==> src/rtl/cpu55_pkg.sv <==
// Shared definitions for the CPU_55 HI/LO datapath units (mulu, divu).
// Holds the multiplier geometry and the two-state handshake FSM encoding
// so the HI/LO controller sees the same state view from both units.
package cpu55_pkg;

    localparam int MUL_WIDTH = 32;
    localparam int MUL_CNT_W = 5;

    typedef enum logic {
        MD_IDLE = 1'b0,
        MD_RUN  = 1'b1
    } md_state_t;

endpackage

==> src/rtl/mulu_if.sv <==
// Request/result bundle for the sequential multiplier.
//   a, b   : operands, sampled on the accepting edge
//   sign   : 1 = signed (MULT), 0 = unsigned (MULTU)
//   start  : level request, honoured only while busy = 0
//   hi, lo : 2*WIDTH-bit product, upper and lower halves
//   busy   : operation in progress
//   ready  : one-cycle pulse when hi/lo are updated
// master = issuing controller, slave = multiplier.
interface mulu_if
    import cpu55_pkg::*;
#(
    parameter int WIDTH = MUL_WIDTH
);
    logic [WIDTH-1:0] a;
    logic [WIDTH-1:0] b;
    logic             sign;
    logic             start;
    logic [WIDTH-1:0] hi;
    logic [WIDTH-1:0] lo;
    logic             busy;
    logic             ready;

    modport master (
        output a, b, sign, start,
        input  hi, lo, busy, ready
    );

    modport slave (
        input  a, b, sign, start,
        output hi, lo, busy, ready
    );
endinterface

==> src/rtl/mulu.sv <==
// Sequential WIDTH x WIDTH radix-2 shift-add multiplier, one iteration
// per clock. Signed operation multiplies the operand magnitudes and
// negates the 2*WIDTH-bit product at the end when the signs differ.
// Ports:
//   clock  : rising-edge clock
//   resetn : asynchronous active-low reset
//   bus    : mulu_if.slave (a, b, sign, start in; hi, lo, busy, ready out)
// Timing: accepting edge E0, run edges E1..E(WIDTH); on the last run edge
// busy drops, ready pulses and hi/lo take the new product.
module mulu
    import cpu55_pkg::*;
#(
    parameter int WIDTH = MUL_WIDTH
) (
    input  logic   clock,
    input  logic   resetn,
    mulu_if.slave  bus
);

    localparam int CNT_W = (WIDTH == MUL_WIDTH) ? MUL_CNT_W : $clog2(WIDTH);
    localparam logic [CNT_W-1:0] LAST = CNT_W'(WIDTH - 1);

    // Two's-complement magnitude; the most negative value maps onto its
    // own bit pattern, which is the correct unsigned magnitude 2^(WIDTH-1).
    function automatic logic [WIDTH-1:0] mag(input logic [WIDTH-1:0] v,
                                             input logic             sgn);
        return (sgn && v[WIDTH-1]) ? (~v + WIDTH'(1)) : v;
    endfunction

    md_state_t          state, state_nxt;
    logic [WIDTH-1:0]   mcand;
    logic [WIDTH-1:0]   mplier;
    logic [2*WIDTH-1:0] acc;
    logic [CNT_W-1:0]   count;
    logic               neg;
    logic [WIDTH-1:0]   hi_q, lo_q;
    logic               ready_q;

    logic               load, step, done;
    logic [WIDTH:0]     sum;
    logic [2*WIDTH-1:0] acc_nxt;
    logic [2*WIDTH-1:0] prod;

    // Single WIDTH+1 adder into the upper half; its carry is shifted back
    // in as the new MSB so no product bit is lost.
    always_comb begin
        sum     = {1'b0, acc[2*WIDTH-1:WIDTH]}
                + {1'b0, (mplier[0] ? mcand : '0)};
        acc_nxt = {sum, acc[WIDTH-1:1]};
        prod    = neg ? (~acc_nxt + (2*WIDTH)'(1)) : acc_nxt;
    end

    always_comb begin
        state_nxt = state;
        load      = 1'b0;
        step      = 1'b0;
        done      = 1'b0;
        case (state)
            MD_IDLE: begin
                if (bus.start) begin
                    load      = 1'b1;
                    state_nxt = MD_RUN;
                end
            end
            MD_RUN: begin
                step = 1'b1;
                if (count == LAST) begin
                    done      = 1'b1;
                    state_nxt = MD_IDLE;
                end
            end
            default: state_nxt = MD_IDLE;
        endcase
    end

    always_ff @(posedge clock or negedge resetn) begin
        if (!resetn) begin
            state   <= MD_IDLE;
            mcand   <= '0;
            mplier  <= '0;
            acc     <= '0;
            count   <= '0;
            neg     <= 1'b0;
            hi_q    <= '0;
            lo_q    <= '0;
            ready_q <= 1'b0;
        end else begin
            state   <= state_nxt;
            ready_q <= done;
            if (load) begin
                mcand  <= mag(bus.a, bus.sign);
                mplier <= mag(bus.b, bus.sign);
                neg    <= bus.sign & (bus.a[WIDTH-1] ^ bus.b[WIDTH-1]);
                acc    <= '0;
                count  <= '0;
            end else if (step) begin
                acc    <= acc_nxt;
                mplier <= mplier >> 1;
                count  <= count + CNT_W'(1);
            end
            // Result registers move only on completion; they hold the
            // previous product throughout RUN.
            if (done) begin
                {hi_q, lo_q} <= prod;
            end
        end
    end

    assign bus.busy  = (state == MD_RUN);
    assign bus.ready = ready_q;
    assign bus.hi    = hi_q;
    assign bus.lo    = lo_q;

endmodule

==> src/flat_wrapper.sv <==
// flat-port wrapper written by rule: the top's interface ports become plain ports
module mulu_flat import cpu55_pkg::*;
#(
    parameter int WIDTH = MUL_WIDTH
)
  (clock, resetn, bus_a, bus_b, bus_sign, bus_start, bus_hi, bus_lo, bus_busy, bus_ready);
  mulu_if #(.WIDTH(WIDTH)) bus_i ();
  input  logic clock;
  input  logic resetn;
  input wire logic [$bits(bus_i.a)-1:0] bus_a;
  input wire logic [$bits(bus_i.b)-1:0] bus_b;
  input wire logic [$bits(bus_i.sign)-1:0] bus_sign;
  input wire logic [$bits(bus_i.start)-1:0] bus_start;
  output wire logic [$bits(bus_i.hi)-1:0] bus_hi;
  output wire logic [$bits(bus_i.lo)-1:0] bus_lo;
  output wire logic [$bits(bus_i.busy)-1:0] bus_busy;
  output wire logic [$bits(bus_i.ready)-1:0] bus_ready;
  assign bus_i.a = bus_a;
  assign bus_i.b = bus_b;
  assign bus_i.sign = bus_sign;
  assign bus_i.start = bus_start;
  assign bus_hi = bus_i.hi;
  assign bus_lo = bus_i.lo;
  assign bus_busy = bus_i.busy;
  assign bus_ready = bus_i.ready;
  mulu #(.WIDTH(WIDTH)) u_core (.clock(clock), .resetn(resetn), .bus(bus_i));
endmodule
==> config.mk <==
export PLATFORM = sky130hd
export DESIGN_NAME = mulu_flat
export DESIGN_NICKNAME = d
export VERILOG_FILES = /design/src/rtl/cpu55_pkg.sv /design/src/rtl/mulu_if.sv /design/src/rtl/mulu.sv /design/src/flat_wrapper.sv
export SDC_FILE = /design/constraint.sdc
export NUM_CORES = 1
export LEC_CHECK = 0
export ABC_AREA = 0
export BUFFER_PORTS_ARGS = -buffer_cell sky130_fd_sc_hd__buf_4
export CAP_MARGIN = 10
export CORE_MARGIN = 1.5
export CORE_UTILIZATION = 54
export DETAILED_ROUTE_END_ITERATION = 8
export GPL_TIMING_DRIVEN = 1
export PLACE_DENSITY = 0.79
export SLEW_MARGIN = 10
export SYNTH_ARGS = -nofsm -noshare
export SYNTH_HDL_FRONTEND = slang
export SYNTH_SLANG_ARGS = --single-unit
==> constraint.sdc <==
create_clock -name clock -period 4.2 [get_ports clock]
set_input_delay 0.42 -clock clock [delete_from_list [all_inputs] [get_ports clock]]
set_output_delay 0.42 -clock clock [all_outputs]
set_load 0.01 [all_outputs]
==> flow_summary.ini, run 1 <==
[status]
status = finished, final reports clean

[clock_tree]
cts_buffers = 17
htreeDepth = 4
clk-insertion-delay-late_ns = 0.44
cts.hold.buffers_added = 0
clk_pin_slew_worst_paths_ns = 0.08
cts_tree = yes
cts_root_buf = clkbuf_16
clock_path_buffers = 2
cts.sinks = 199

[placement]
dp_slack_ns = -0.0163
io_buffer_count = 133
place_inst = 1834
place_congestion = 0.908
dpl.hpwl_um = 22400

[yosys]
avgSynthCellArea_um2 = 8.51
synthCells = 1452
async_reset_ff_share_pct = 100
synth_edf_count = 0
yosysUniqueCellTypes = 76
yosys_warnings = 0
yosys_register_bits = 199
synth_ff_type = dfrtp_1
seq_area_frac_synth_pct = 40.3
syn_nets = 1558
syn_area_um2 = 12400

[die]
initial_core_util_pct = 54.7
die_area_um2 = 23800
die_w_um = 154
row_count = 55
io_pins = 134
fp.dieH_um = 154
coreArea_um2 = 22600

[drt]
ant_nets = 0
drt_iter0_markers = 928
routed_wl_um = 31100
vias_per_cell = 5.85
detail_route.first_pass.iterations = 6
dr_total_vias = 10900
drc = 0
avgRoutedWirePerCell_um = 16.6

[global_route]
grt.met2_usage_pct = 41.5
track_usage_pct = 26.6
use_met3_pct = 3.87
top_usage_layer = met2
grt_max_degree = 130
grt_pass1_vias = 10200
antenna_found_initial = 1
grt-ovfl-total = 0
grt_pass1_wl_um = 51600
use_met1_pct = 39.2

[run]
cap_violations = 0

[finish]
areaGrowthSynthToFinish_pct = 17.9
fin_nets = 1680
drive_gt1_share_pct = 16.5
fill_cells = 1951
layout.core_utilization_pct = 64.5
final_cells = 1872
n_antenna_cell = 0

[critical_path]
critPathRequiredTime_ns = 4.48
reg2reg_depth = 14
cp-end-kind = flip-flop
reg2reg_slack_ns = 0.11
path_max_fanout = 31
worstPathArrival_ns = 4.37
start_kind = flip-flop
reg2reg_to = u_core.bus.hi[24]
crit_type = flip-flop to flip-flop
reg2reg_from = u_core.mplier[0]

[power_and_ir_drop]
powerDensity_nw_per_um2 = 735
irDropWorstVdd_v = 0.000399
p_leak_nw = 6.47

[timing]
worst_pin_slew_ns = 1.19
final_max_slew_viol_count = 0
setup_slack_ns = 0.111
fin_skew_ns = 0.0128
hold_viol_final = 0
setup_violations = 0
timing.final.crit_share_pct = 97.3
fmax_ghz = 0.245
slew_headroom_pct = 20.5
period_needed_ns = 4.09
finalSetupTns_ns = 0

[hold_path]
hold_class = primary input to async pin
-- flip-flops by register name, indices dropped and copies added (netlist names) --
register	cells
u_core.acc	63
u_core.mcand	32
u_core.bus.hi	32
u_core.bus.lo	32
u_core.count	5
u_core.bus.busy	1
u_core.bus.ready	1
u_core.mplier	32
u_core.neg	1
-- cells by family after synthesis --
group,synth area share [%]
and+or+nand+nor,20.2
AOI/OAI and AO/OA,22.3
xor gates and xnor gates,9.64
buffers and inverters,3.02
DFF,40.3
adders and majority gates,3.91
muxes,0.648
-- critical path: stages (launching register included) --
cell	delay (ns)
dfrtp_1	0.41
buf_6	0.18
and2_1	0.18
ha_4	0.31
a211oi_4	0.08
buf_4	0.14
o31a_4	0.37
a221oi_4	0.33
o22ai_2	0.14
or2_4	0.26
or3_4	0.40
or4b_4	0.63
o41ai_4	0.26
xnor2_1	0.16
o21ai_1	0.07
-- cell usage in the layout (no fill, tap or decap), types with 7 or more instances in the layout --
cell type	Yosys	layout
xnor2_1	45	45
nand2b_1	33	33
o41ai_1	13	12
nor2_1	49	48
or3_1	22	22
nor4_1	10	10
o21ai_0	248	248
nand2_1	268	266
clkbuf_16	0	17
nand4_1	10	10
o21ai_1	13	12
and2_1	41	41
a21oi_1	58	57
mux2i_1	8	8
buf_4	0	181
xor2_1	91	91
nand3_1	29	29
inv_1	15	15
a22o_1	21	21
o31ai_1	28	26
nor3_1	15	15
and3_1	7	7
ha_1	37	31
dfrtp_1	199	197
-- layout make-up --
cell class                      instances  area [um2]  area share, %
Inverter                               16        60.1          0.412
Multi-Input combinational cell       1157        7160           49.1
Clock inverter                         15         196           1.35
Sequential cell                       199        4980           34.2
Tap cell                              285         357           2.45
Timing Repair Buffer                  183        1380           9.50
Clock buffer                           17         425           2.92
-- timing repair --
item                                    4_1_cts  5_1_grt
cloned                                        0        0
endpoints found under the setup margin        4       10
pin swaps                                     0        9
setup buffers                                 0        6
gates resized for setup                       1       25
-- worst max path at each step --
stage	startpoint	to	slack (ns)	depth (start not counted)
after detailed placement	u_core.mcand[0]	u_core.bus.hi[28]	-0.02	13
after global routing	u_core.mplier[0]	u_core.bus.hi[30]	-0.08	14
final	u_core.mplier[0]	u_core.bus.hi[24]	0.11	14
after floorplan	u_core.mplier[0]	u_core.bus.hi[26]	0.04	14
after global placement	u_core.mcand[0]	u_core.bus.hi[26]	0.05	13
after CTS	u_core.mcand[0]	u_core.bus.hi[28]	0.008	13
-- through the flow --
stage | area [um2] | power [mW] | hold WS [ns]
2_1_floorplan | 12400 | 6.70 | 0.124
3_3_place_gp | 13800 | 8.57 | 0.459
3_5_place_dp | 13800 | 8.72 | 0.463
4_1_cts | 14400 | 10.5 | 0.136
5_1_grt | 14600 | 11.5 | 0.175
6_report | 14600 | 10.7 | 0.0573
-- synth_stat cells (4+ instances only) --
library cell / n / area share [%]
o21ai_0: 248 / 10
a22o_1: 21 / 1.5
nand4_1: 10 / 0.51
xor2_1: 91 / 6.5
buf_2: 4 / 0.16
inv_1: 15 / 0.46
a21o_1: 6 / 0.36
or4_1: 6 / 0.36
a31oi_1: 4 / 0.20
a211o_1: 4 / 0.28
nor3_1: 15 / 0.61
o21bai_1: 5 / 0.30
o41ai_1: 13 / 0.92
or3_1: 22 / 1.1
nand3_1: 29 / 1.2
or2_2: 5 / 0.25
mux2i_1: 8 / 0.65
and3_1: 7 / 0.35
a21oi_1: 58 / 2.3
o21ai_1: 13 / 0.53
buf_1: 9 / 0.27
and4_1: 6 / 0.43
and2_1: 41 / 2.1
nand2b_1: 33 / 1.7
xnor2_1: 45 / 3.2
nor2_1: 49 / 1.5
o31ai_1: 28 / 1.7
dfrtp_1: 199 / 40
clkbuf_1: 66 / 2.0
nand2_1: 268 / 8.1
ha_1: 37 / 3.7
o211ai_1: 5 / 0.30
nor4_1: 10 / 0.51
a211oi_1: 4 / 0.24
nor2b_1: 4 / 0.20
-- metal layers --
metal / vias to the layer above / wire length, um
li1: 5387 / -
met1: 5178 / 15000
met2: 354 / 13900
met3: 29 / 1880
met4: 0 / 351
met5: - / 0
-- report_power, final --
group	switching, mW	internal, mW	leakage (nW)
clock	0.848	0.869	0.299
combinational	3.25	2.43	3.68
sequential	0.675	2.63	2.48
total	4.77	5.94	6.47
(Power assumes the default switching activity.)
==> run 2: changes to the inputs <==
--- a/config.mk
+++ b/config.mk
@@ -10,6 +10,7 @@
 export CAP_MARGIN = 10
 export CORE_MARGIN = 1.5
 export CORE_UTILIZATION = 54
+export CTS_BUF_LIST = sky130_fd_sc_hd__clkbuf_8 sky130_fd_sc_hd__clkbuf_16
 export DETAILED_ROUTE_END_ITERATION = 8
 export GPL_TIMING_DRIVEN = 1
 export PLACE_DENSITY = 0.79
==> constraint.sdc (replaced) <==
create_clock -name clock -period 3.3 [get_ports clock]
set_input_delay 0.33 -clock clock [delete_from_list [all_inputs] [get_ports clock]]
set_output_delay 0.33 -clock clock [all_outputs]
set_load 0.01 [all_outputs]
==> run 2 against run 1 <==
The run now ends with negative setup slack left; clock skew is 0.0020 ns higher; critical endpoint is now u_core.bus.hi[17]; combinational power is 67% higher; highest routed layer unchanged; first-iteration DRC count decreased by 8.6%; sequential share of layout area decreased by 3.4 points; critical path depth grew 4; sequential power grew 27%; die area did not move; clock power rose by 23%; worst setup slack got worse by 0.95 ns.
==> flow_summary.ini, run 2 (synthesized netlist as in run 1, its figures left out) <==
[critical_path]
start_kind = flip-flop
reg2reg_slack_ns = -0.84
crit_type = flip-flop to flip-flop
reg2reg_from = u_core.mplier[0]
cp-end-kind = flip-flop
reg2reg_depth = 18
worstPathArrival_ns = 4.42
reg2reg_to = u_core.bus.hi[17]
path_max_fanout = 5
critPathRequiredTime_ns = 3.58

[global_route]
grt_max_degree = 91
grt_pass1_vias = 11500
grt-ovfl-total = 0
grt_pass1_wl_um = 56300
antenna_found_initial = 0
track_usage_pct = 29.1

[timing]
setup_slack_ns = -0.843
final_max_slew_viol_count = 0
hold_viol_final = 0
period_needed_ns = 4.14
fin_skew_ns = 0.0148
worst_pin_slew_ns = 1.13
rsz0062_at_grt = yes
fmax_ghz = 0.241
timing.final.crit_share_pct = 126
setup_violations = 24
slew_headroom_pct = 24.5

[die]
die_area_um2 = 23800
initial_core_util_pct = 54.7
io_pins = 134
coreArea_um2 = 22600
die_w_um = 154
row_count = 55
fp.dieH_um = 154

[hold_path]
holdPathStages = 3
hold_class = primary input to flip-flop
hold_start = bus_a[31]
hold_end = u_core.mcand[31]

[power_and_ir_drop]
clockPowerShare_pct = 13.4
p_leak_nw = 7.30
power_frac_comb_pct = 60.1
power_switching_share_pct = 44.2
sequentialPowerShare_pct = 26.6
p_int_mw = 8.83
p_switching_mw = 7.00
powerDensity_nw_per_um2 = 978
irDropWorstVdd_v = 0.000414
power_mw = 15.8

[clock_tree]
cts_root_buf = clkbuf_16
clock_path_buffers = 2
cts_buffers = 17
htreeDepth = 4
cts_tree = yes
clk-insertion-delay-late_ns = 0.44
clk_pin_slew_worst_paths_ns = 0.08
cts.sinks = 199

[run]
cap_violations = 0

[status]
violations = negative setup slack
status = finished, violations left

[drt]
dr_total_vias = 12000
detail_route.first_pass.iterations = 6
drt_iter0_markers = 848
drc = 0
avgRoutedWirePerCell_um = 17.4
routed_wl_um = 35300
vias_per_cell = 5.90
ant_nets = 0

[finish]
mostFrequentLayoutCells = buf_4 (336), nand2_1 (262), o21ai_0 (236)
n_antenna_cell = 0
largest_register_ffs = 63
fin_nets = 1840
areaGrowthSynthToFinish_pct = 31.0
layout_commonest_cell = buf_4
final_area_um2 = 16200
layout.core_utilization_pct = 71.7
top_register = u_core.acc
drive_gt1_share_pct = 26.8

[placement]
place_congestion = 0.942
dpl.hpwl_um = 24500
io_buffer_count = 133
dpl-instance-area_um2 = 14900
-- run 2: cell types whose count changed in the layout (fill, tap and decap cells not counted), sizes merged --
cell,before,now
bufinv,1,0
inv,24,22
buf,182,341
clkinv,5,7
dlygate4sd3,0,1
clkinvlp,1,2
-- run 2: worst max-delay path by stage --
stage / startpoint / end / slack [ns] / depth (start not counted)
2_1_floorplan: u_core.mplier[0] / u_core.bus.hi[30] / -0.66 / 14
3_3_place_gp: u_core.mplier[0] / u_core.bus.hi[30] / -0.74 / 13
3_5_place_dp: u_core.mplier[0] / u_core.bus.hi[24] / -0.79 / 13
4_1_cts: u_core.mplier[0] / u_core.bus.hi[28] / -0.64 / 13
5_1_grt: u_core.mplier[0] / u_core.bus.hi[17] / -0.98 / 18
6_report: u_core.mplier[0] / u_core.bus.hi[17] / -0.84 / 18
-- run 2: what timing repair did --
item                                    in CTS  in global routing
pin swaps                                   29                 29
hold buffers                                 1                  0
setup buffers                               13                 12
endpoints found under the setup margin      26                 28
endpoints found under the hold margin       79                  0
resized for setup                           52                 44
-- run 2: critical path, stage by stage (launching register included) --
cell and delay (ns):
dfrtp_2 0.47, and2_4 0.17, ha_4 0.16, fa_2 0.39, buf_4 0.16, a211o_1 0.28, a21o_1 0.24, a221oi_4 0.46
o2111ai_2 0.23, nor4b_2 0.30, buf_4 0.17, buf_4 0.10, buf_4 0.09, buf_4 0.10, nand3_2 0.09, buf_4 0.15
o21ai_2 0.11, xor2_1 0.22, o21ai_0 0.12
-- run 2: layer usage --
metal | track usage, % | up-vias | wire length [um] | part of all wire (%)
met2 | 47.7 | 466 | 16300 | 46
met1 | 40.5 | 5756 | 15800 | 45
li1 | - | 5691 | - | -
met5 | 0 | - | 0 | 0
met4 | 8.24 | 0 | 754 | 2.1
met3 | 4.03 | 75 | 2410 | 6.8
-- run 2: layout make-up --
class	instances	area, um2
well taps	285	357
fillers	1717	6380
multi-input cells	1157	7570
flip-flops and latches	199	4990
clock buffers	17	425
repair buffers	343	2610
clock inverters	15	175
inverters	16	60.1
-- run 2: power groups by stage --
stage | Combinational (mW) | Clock [mW] | Sequential (mW)
global placement | 8.04 | 0 | 4.14
floorplan | 4.65 | 0 | 3.95
global route | 10.2 | 2.24 | 4.30
CTS | 8.80 | 2.14 | 4.15
detailed placement | 8.25 | 0 | 4.16
finish | 9.51 | 2.12 | 4.20
-- run 2: per-stage QoR --
stage | worst slack, ns | hold slack, ns | setup TNS, ns | instances
final | -0.843 | 0.160 | -13.08 | 2032
after detailed placement | -0.786 | 0.435 | -11.61 | 1974
after global placement | -0.737 | 0.421 | -10.02 | 1974
after CTS | -0.645 | 0.150 | -8.69 | 2020
after global routing | -0.975 | 0.182 | -16.05 | 2032
after floorplan | -0.660 | 0.0344 | -5.48 | 1452
